File: src/rtl/wam_gen.sv
// Whack-a-mole game core: a 16-hole mole field with per-hole lifetimes, spawned
// from an LFSR draw on game ticks and cleared by touch hits or by expiry.
module wam_gen (
  input  logic        clk_19,
  input  logic        rst_n,
  input  logic        start,
  input  logic        stop,
  input  logic        tick,
  input  logic [3:0]  age,
  input  logic [7:0]  rto,
  input  logic [15:0] hit_btn,
  output logic [15:0] mole,
  output logic        hit,
  output logic        whiff,
  output logic        miss,
  output logic        running
);

  typedef enum logic {IDLE, RUN} state_t;

  state_t      state_q, state_d;
  logic [15:0] lfsr_q, lfsr_d;
  logic [3:0]  life_q [16];
  logic [3:0]  life_d [16];
  logic [15:0] mole_q, mole_d;
  logic        hit_q, hit_d;
  logic        whiff_q, whiff_d;
  logic        miss_q, miss_d;
  logic        running_q, running_d;

  logic [15:0] hitmask;
  logic [15:0] expired;
  logic [3:0]  cand;

  // A zero age still gives the mole one tick of visibility.
  function automatic logic [3:0] load_life(input logic [3:0] a);
    return (a == 4'd0) ? 4'd1 : a;
  endfunction

  function automatic logic [15:0] lfsr_next(input logic [15:0] v);
    return {v[14:0], v[15] ^ v[13] ^ v[12] ^ v[10]};
  endfunction

  always_comb begin
    state_d   = state_q;
    lfsr_d    = lfsr_next(lfsr_q);
    hit_d     = 1'b0;
    whiff_d   = 1'b0;
    miss_d    = 1'b0;
    hitmask   = 16'h0000;
    expired   = 16'h0000;
    cand      = lfsr_q[3:0];
    for (int i = 0; i < 16; i++) life_d[i] = life_q[i];

    if (state_q == IDLE) begin
      for (int i = 0; i < 16; i++) life_d[i] = 4'd0;
      if (start && !stop) state_d = RUN;
    end else if (stop || start) begin
      // stop leaves the round, start restarts it; either way the field empties silently
      for (int i = 0; i < 16; i++) life_d[i] = 4'd0;
      if (stop) state_d = IDLE;
    end else begin
      hitmask = hit_btn & mole_q;
      hit_d   = |hitmask;
      whiff_d = |(hit_btn & ~mole_q);
      for (int i = 0; i < 16; i++)
        if (hitmask[i]) life_d[i] = 4'd0;
      if (tick) begin
        for (int i = 0; i < 16; i++) begin
          if (life_d[i] != 4'd0) begin
            if (life_d[i] == 4'd1) expired[i] = 1'b1;
            life_d[i] = life_d[i] - 4'd1;
          end
        end
        miss_d = |expired;
        if ((lfsr_q[15:8] < rto) && (life_d[cand] == 4'd0) &&
            !hitmask[cand] && !expired[cand])
          life_d[cand] = load_life(age);
      end
    end

    for (int i = 0; i < 16; i++) mole_d[i] = (life_d[i] != 4'd0);
    running_d = (state_d == RUN);
  end

  always_ff @(posedge clk_19) begin
    if (!rst_n) begin
      state_q   <= IDLE;
      lfsr_q    <= 16'hACE1;
      mole_q    <= 16'h0000;
      hit_q     <= 1'b0;
      whiff_q   <= 1'b0;
      miss_q    <= 1'b0;
      running_q <= 1'b0;
      for (int i = 0; i < 16; i++) life_q[i] <= 4'd0;
    end else begin
      state_q   <= state_d;
      lfsr_q    <= lfsr_d;
      mole_q    <= mole_d;
      hit_q     <= hit_d;
      whiff_q   <= whiff_d;
      miss_q    <= miss_d;
      running_q <= running_d;
      for (int i = 0; i < 16; i++) life_q[i] <= life_d[i];
    end
  end

  assign mole    = mole_q;
  assign hit     = hit_q;
  assign whiff   = whiff_q;
  assign miss    = miss_q;
  assign running = running_q;

endmodule

File: config.mk
export PLATFORM = sky130hd
export DESIGN_NAME = wam_gen
export DESIGN_NICKNAME = d
export VERILOG_FILES = /design/src/rtl/wam_gen.sv
export SDC_FILE = /design/constraint.sdc
export NUM_CORES = 1
export LEC_CHECK = 0
export BUFFER_PORTS_ARGS = -buffer_cell sky130_fd_sc_hd__buf_2
export CORE_ASPECT_RATIO = 0.8
export CORE_UTILIZATION = 36
export CTS_CLUSTER_DIAMETER = 30
export DETAILED_ROUTE_END_ITERATION = 10
export SYNTH_ARGS = -nofsm -noshare
export SYNTH_HDL_FRONTEND = slang
export SYNTH_SLANG_ARGS = --single-unit
File: constraint.sdc
create_clock -name clk_19 -period 4.3 [get_ports clk_19]
set_input_delay 0 -clock clk_19 [delete_from_list [all_inputs] [get_ports clk_19]]
set_output_delay 0 -clock clk_19 [all_outputs]
set_load 0.01 [all_outputs]
==> results of run 1 <==
==> state kept, by name, indices dropped and copies added (netlist names) <==
register / count
life_q: 64
miss: 1
mole: 16
hit: 1
lfsr_q: 16
running: 1
whiff: 1
==> through the flow <==
| step | instances | setup slack (ns) | hold slack [ns] |
|---|---|---|---|
| 2_1_floorplan | 1048 | 0.621 | 0.0793 |
| 3_3_place_gp | 1379 | 0.441 | 0.191 |
| 3_5_place_dp | 1379 | 0.442 | 0.189 |
| 4_1_cts | 1397 | 0.421 | 0.0804 |
| 5_1_grt | 1397 | 0.0283 | 0.131 |
| 6_report | 1397 | 0.274 | 0.104 |
==> critical path: cells and delay by family, from the launching register on <==
family | cells | cell delay [ns]
AO/OA/AOI/OAI | 5 | 1.22
adder cells (fa/ha/maj) | 1 | 0.33
buffers and inverters | 1 | 0.13
flip-flops | 1 | 0.42
AND/OR/NAND/NOR | 5 | 1.85
==> synth_stat cells, types with 22 or more instances <==
cell type,n
a21oi_1,76
a31oi_1,31
and2_1,39
clkbuf_1,38
dfxtp_1,100
ha_1,39
inv_1,46
nand2_1,103
nand2b_1,25
nand3_1,37
nor2_1,86
nor3_1,26
o21ai_0,31
o2bb2ai_1,22
==> layer usage <==
| metal | up-vias | track usage [%] | routed length [µm] |
|---|---|---|---|
| met3 | 61 | 7.66 | 3450 |
| li1 | 4068 | - | - |
| met5 | - | 0 | 0 |
| met4 | 0 | 8.81 | 816 |
| met2 | 472 | 36.6 | 11700 |
| met1 | 4101 | 37.0 | 13400 |
==> cell type report <==
cell class	instances	share of cell area, %
Clock inverter	7	0.611
Clock buffer	9	2.50
Timing Repair Buffer	92	6.28
Inverter	48	2.00
Multi-Input combinational cell	841	62.2
Sequential cell	100	22.2
Tap cell	300	4.17
==> power groups by stage <==
stage	clock, mW	combinational [mW]	sequential [mW]
finish	0.812	0.406	0.966
global route	0.867	0.426	0.968
CTS	0.824	0.390	0.965
detailed placement	0	0.388	0.987
global placement	0	0.390	0.987
floorplan	0	0.253	0.969
==> path summary, 6_finish.rpt <==
check	depth (start not counted)	end	startpoint
min	3	life_q[0][19]$_SDFF_PN0_	age[3]
max	12	mole[9]$_SDFF_PN0_	mole[2]$_SDFF_PN0_
max reg2reg	12	mole[9]$_SDFF_PN0_	mole[2]$_SDFF_PN0_
min reg2reg	1	lfsr_q[5]$_SDFF_PN1_	lfsr_q[4]$_SDFF_PN0_
==> logic make-up after synthesis <==
logic type	Yosys count	synth area share, %
AND/OR/NAND/NOR	437	28.7
adder cells (fa/ha/maj)	39	6.05
flip-flops	100	24.8
multiplexers	12	1.85
XOR/XNOR	17	1.85
AO/OA/AOI/OAI	336	31.1
buffers and inverters	107	5.64
==> results.md, run 1 <==
- Fillcell total: 2285
- Via count: a little under 9000
- Initial DRC count: 1152
- DR DRC count: 0
- Sw Pwr: 711 µW
- CTS Buffer Depth: 2
- Number of global-route vias before repair: 7883
- Critical path, cell by cell: nand2_1, and2_1, inv_1, ha_1, a21oi_1, o32ai_1, o211ai_1, or4_4, nor4_4, and2_1, a32oi_1, a41oi_1
- Synth warn: 0
- Clock network fraction of design power: between 30% and 40%
- DRT Wirelength: roughly 29000 µm
- Crit Path Max Fanout: 9
- DP Wirelength: 21900 µm
- P_leak: 3.60 nW
- Synth async-reset ratio: 0%
- IO Pins: 53
- Synthesized area: 8060 µm²
- Fin Setup TNS: 0 ns
- Placed cell area: 8710 µm²
- Row count: 48
- CP Launch Type: register
- Area growth syn-to-layout: 11.8%
- CP required: 4.58 ns
- Combinational power share: 18.6%
- Area occupied by multi-input gates: 5610 µm²
- Post_cts resized: 0
- Total setup buffers inserted after CTS: 0
- Final nets: around 1200
- Diodes inserted: 0
- Register Area: between 2000 and 2500 µm²
- Most used DFF post-synth: dfxtp_1
- RSZ-0062 raised after global routing: no
- Switching Share: 32.5%
- Slew @ Worst Pin: ~0.93 ns
- Drt wl/cell: 21.1 µm
- First-pass GRT wire length: 45900 µm
- Clk_skew: about 0.0072 ns
- Largest net degree at the start of global routing: 52
- CTS tree: built
- Post-synthesis sequential area ratio: 24.8%
- Commonest non-fill, non-tap cells in the layout: 102 x nand2_1, 100 x dfxtp_1, 86 x nor2_1, 76 x a21oi_1, 52 x buf_2
- Crit Path Category: reg -> reg
- CTS Buf Count: 9
- Max-cap viol count: 0
- Worst VDD drop: 0.000152 V
- GRT Overall Usage: approximately 26%
- Routed Antenna Nets: 0
- Clock latency on the worst-skew pair: 0.37 ns
- Design Power: 2.18 mW
- Pwr/cell area: 242 nW/µm²
- Internal Power: 1.47 mW
- Max-slew violations: 0
- Clock sink count: 100
- Mapped Cells: 1048
- Endpoint type of the worst setup path: register
- Status: complete, no violations
- CTS clk-pin slew, worst paths: 0.08 ns
- Commonest non-fill, non-tap cell in the layout: nand2_1
- Die area: approximately 23000 µm²
- Final hold vios: 0
- Syn Area/Cell: just under 8 µm²
- Syn_nets: between 1000 and 1500
- Fraction of layout cells with a size suffix above 1: 13.9%
- Via density: a little over 6
- Crit-path max cell delay: 0.59 ns
- Highest Clock Rate: 0.248 GHz
- #FFs+latches synth: 100
- Slew HR: 38.1%
- Area leader, netlist: dfxtp_1
- Initial antenna violation count: 0
- Most Frequent Cell on Critical Path: and2_1
- GP Congestion: 0.953
- Fin util: between 40% and 50%
- Post-synthesis cell type count: 93
- Die height: 136 µm
- Cell area after layout: 9010 µm²
- Starting density of the core: between 30 and 40%
- Setup violators final: 0
- Clock root buffer: clkbuf_16
- Number of flops mapped to enable cells by yosys: 0
- Worst path slowest cell: or4_4
- Number of H-tree levels: 3
- Flop2flop setup slack: 0.27 ns
- Tmin final: 4.03 ns
- Overflow after GRT: 0
- Top post-synthesis cells by area: dfxtp_1 25%, ha_1 6.1%, nand2_1 4.8%, a21oi_1 4.7%, nor2_1 4.0%
- Hold Crit Class: in -> reg
- Core ar.: between 20000 and 25000 µm²
- Final worst path period share: a little over nine tenths
- Flop pwr share: between 40 and 50%
- Yosys top cell area share: about a quarter
- Port Buf Inserts: 52
- CP arrival: 4.31 ns
- Drt pass-1 iters: 5
- Hold Buf Count CTS: 2
- Die X-Extent: 169 µm
No activity file was read; power rests on OpenSTA's default activity.
==> run 2, diff against run 1 <==
- PLACE_DENSITY: unset -> 0.56
==> results.md, run 2 (synthesis results as in run 1) <==
- Port Buf Inserts: 52
- Initial antenna violation count: 0
- Clock sink count: 100
- DP Wirelength: 22300 µm
- Worst slack, placed: 0.298 ns
- Combinational power share: 18.9%
- GP Congestion: 0.969
- CTS Buf Count: 9
- Fraction of layout cells with a size suffix above 1: between 10 and 15%
- Worst VDD drop: 0.000161 V
- Die area: around 23000 µm²
- Sw Pwr: 766 µW
- Status: complete, no violations
- CP arrival: 4.31 ns
- Crit Path Category: reg -> reg
- DR DRC count: 0
- Overflow after GRT: 0
- DRT Wirelength: around 30000 µm
- Commonest non-fill, non-tap cell in the layout: nand2_1
- Pwr/cell area: 250 nW/µm²
- Final nets: 1160
- Crit Path Max Fanout: 24
- Reg-to-reg startpoint: mole[15]$_SDFF_PN0_
- Flop2flop setup slack: 0.24 ns
- CP Launch Type: register
- Number of global-route vias before repair: approximately 7700
- Largest net degree at the start of global routing: 46
- Design Power: 2.25 mW
- Number of H-tree levels: 3
- Final hold vios: 0
- Via count: 8659
- Highest Clock Rate: around 0.25 GHz
- IO Pins: 53
- Max-cap viol count: 0
- Slew HR: 43.5%
- Fin Setup TNS: 0 ns
- Routed Antenna Nets: 0
- Core ar.: around 22000 µm²
- Endpoint type of the worst setup path: register
- Flop pwr share: 42.6%
- Final worst path period share: 94.3%
- Max-slew violations: 0
- CTS tree: built
- Area growth syn-to-layout: 11.9%
- CTS Buffer Depth: 2
- Setup ws final: 0.245 ns
- Placed cell area: between 8000 and 9000 µm²
- Crit Reg-Reg Endpoint: mole[12]$_SDFF_PN0_
- Clock root buffer: clkbuf_16
- Fillcell total: 2259
- Slew @ Worst Pin: 0.845 ns
- Die height: 136 µm
- WHS: 0.0335 ns
- R2R depth: 15
- Largest register FFs: between 60 and 70
- Total setup buffers inserted after CTS: 0
- Hold Crit Class: in -> reg
- Internal Power: 1.49 mW
- GRT Overall Usage: a little over a quarter
- Most flops, register: life_q
- Clk_skew: 0.0131 ns
- Drt wl/cell: 21.8 µm
- Clock latency on the worst-skew pair: roughly 0.38 ns
- Diodes inserted: 0
- RSZ-0062 raised after global routing: no
- P_leak: 3.60 nW
- Drt pass-1 iters: 5
- Die X-Extent: 169 µm
- Switching Share: 34.0%
- Post_cts resized: 0
- Setup violators final: 0
- First-pass GRT wire length: approximately 46000 µm
- Cell area after layout: 9020 µm²
- Crit. Startpoint: mole[15]$_SDFF_PN0_
- Critical Path Sink: mole[12]$_SDFF_PN0_
- Commonest non-fill, non-tap cells in the layout: 102 x nand2_1, 100 x dfxtp_1, 86 x nor2_1, 76 x a21oi_1, 52 x buf_2
- Hold Buf Count CTS: 2
- Area occupied by multi-input gates: 5610 µm²
- Register Area: 2000 µm²
- CP required: 4.55 ns
- Via density: a little over 6
- CTS clk-pin slew, worst paths: around 0.08 ns
- Initial DRC count: about 980
- Clock network fraction of design power: 38.5%
- Starting density of the core: a little under two fifths
- Row count: between 40 and 50
- Tmin final: 4.06 ns
[run 2: changes by cell type in the layout (fill, tap and decap cells not counted)]
cell / previous run / this run
buf_4: 38 / 33
clkinv_8: 0 / 2
buf_12: 0 / 1
inv_8: 1 / 2
clkinv_2: 2 / 0
inv_6: 3 / 1
clkinv_4: 0 / 1
[run 2: power groups by stage]
stage / clock network [mW] / registers (mW) / logic, mW
2_1_floorplan: 0 / 0.969 / 0.253
3_3_place_gp: 0 / 0.981 / 0.407
3_5_place_dp: 0 / 0.980 / 0.404
4_1_cts: 0.880 / 0.959 / 0.407
5_1_grt: 0.918 / 0.962 / 0.442
6_report: 0.867 / 0.960 / 0.426
[run 2: final cells by class]
cell class	instances	share of cell area, %
multi-input combinational	841	62.2
inverter	48	2.00
clock inverter	7	0.888
tap	300	4.16
sequential	100	22.2
clock buffer	9	2.50
timing repair buffer	88	6.08
[run 2: worst min path at each step]
stage	startpoint	cells after the start	end	slack, ns
after floorplan	stop	1	running$_SDFF_PN0_	0.08
after detailed placement	stop	2	running$_SDFF_PN0_	0.19
after global routing	rst_n	2	life_q[1][13]$_SDFF_PN0_	0.02
after global placement	stop	2	running$_SDFF_PN0_	0.19
after CTS	rst_n	2	life_q[1][13]$_SDFF_PN0_	0.01
final	rst_n	2	life_q[1][13]$_SDFF_PN0_	0.03
[run 2: metrics by stage]
step,std cells,util (%)
floorplan,1048,-
global placement,1375,40.0
detailed placement,1375,40.0
CTS,1393,41.5
global route,1393,41.5
finish,1393,41.5
[run 2: metal layers]
layer | routed length [µm] | global-route usage (%) | vias to the layer above | part of all wire [%]
met5 | 0 | 0 | - | 0
met1 | 14000 | 38.5 | 4068 | 46
met4 | 634 | 7.61 | 0 | 2.1
met3 | 3550 | 8.56 | 50 | 12
met2 | 12200 | 36.9 | 501 | 40
li1 | - | - | 4040 | -
[run 2: critical path, stage by stage (launching register included)]
cell and delay (ns):
dfxtp_1 0.35, nand2_1 0.28, and2_1 0.32, inv_1 0.06
ha_1 0.32, or3b_1 0.40, o211ai_1 0.14, o2bb2ai_1 0.13
a32o_1 0.29, a311oi_2 0.39, nor4_4 0.11, buf_12 0.19
buf_4 0.21, a31oi_1 0.18, a211oi_1 0.07, or4_1 0.50
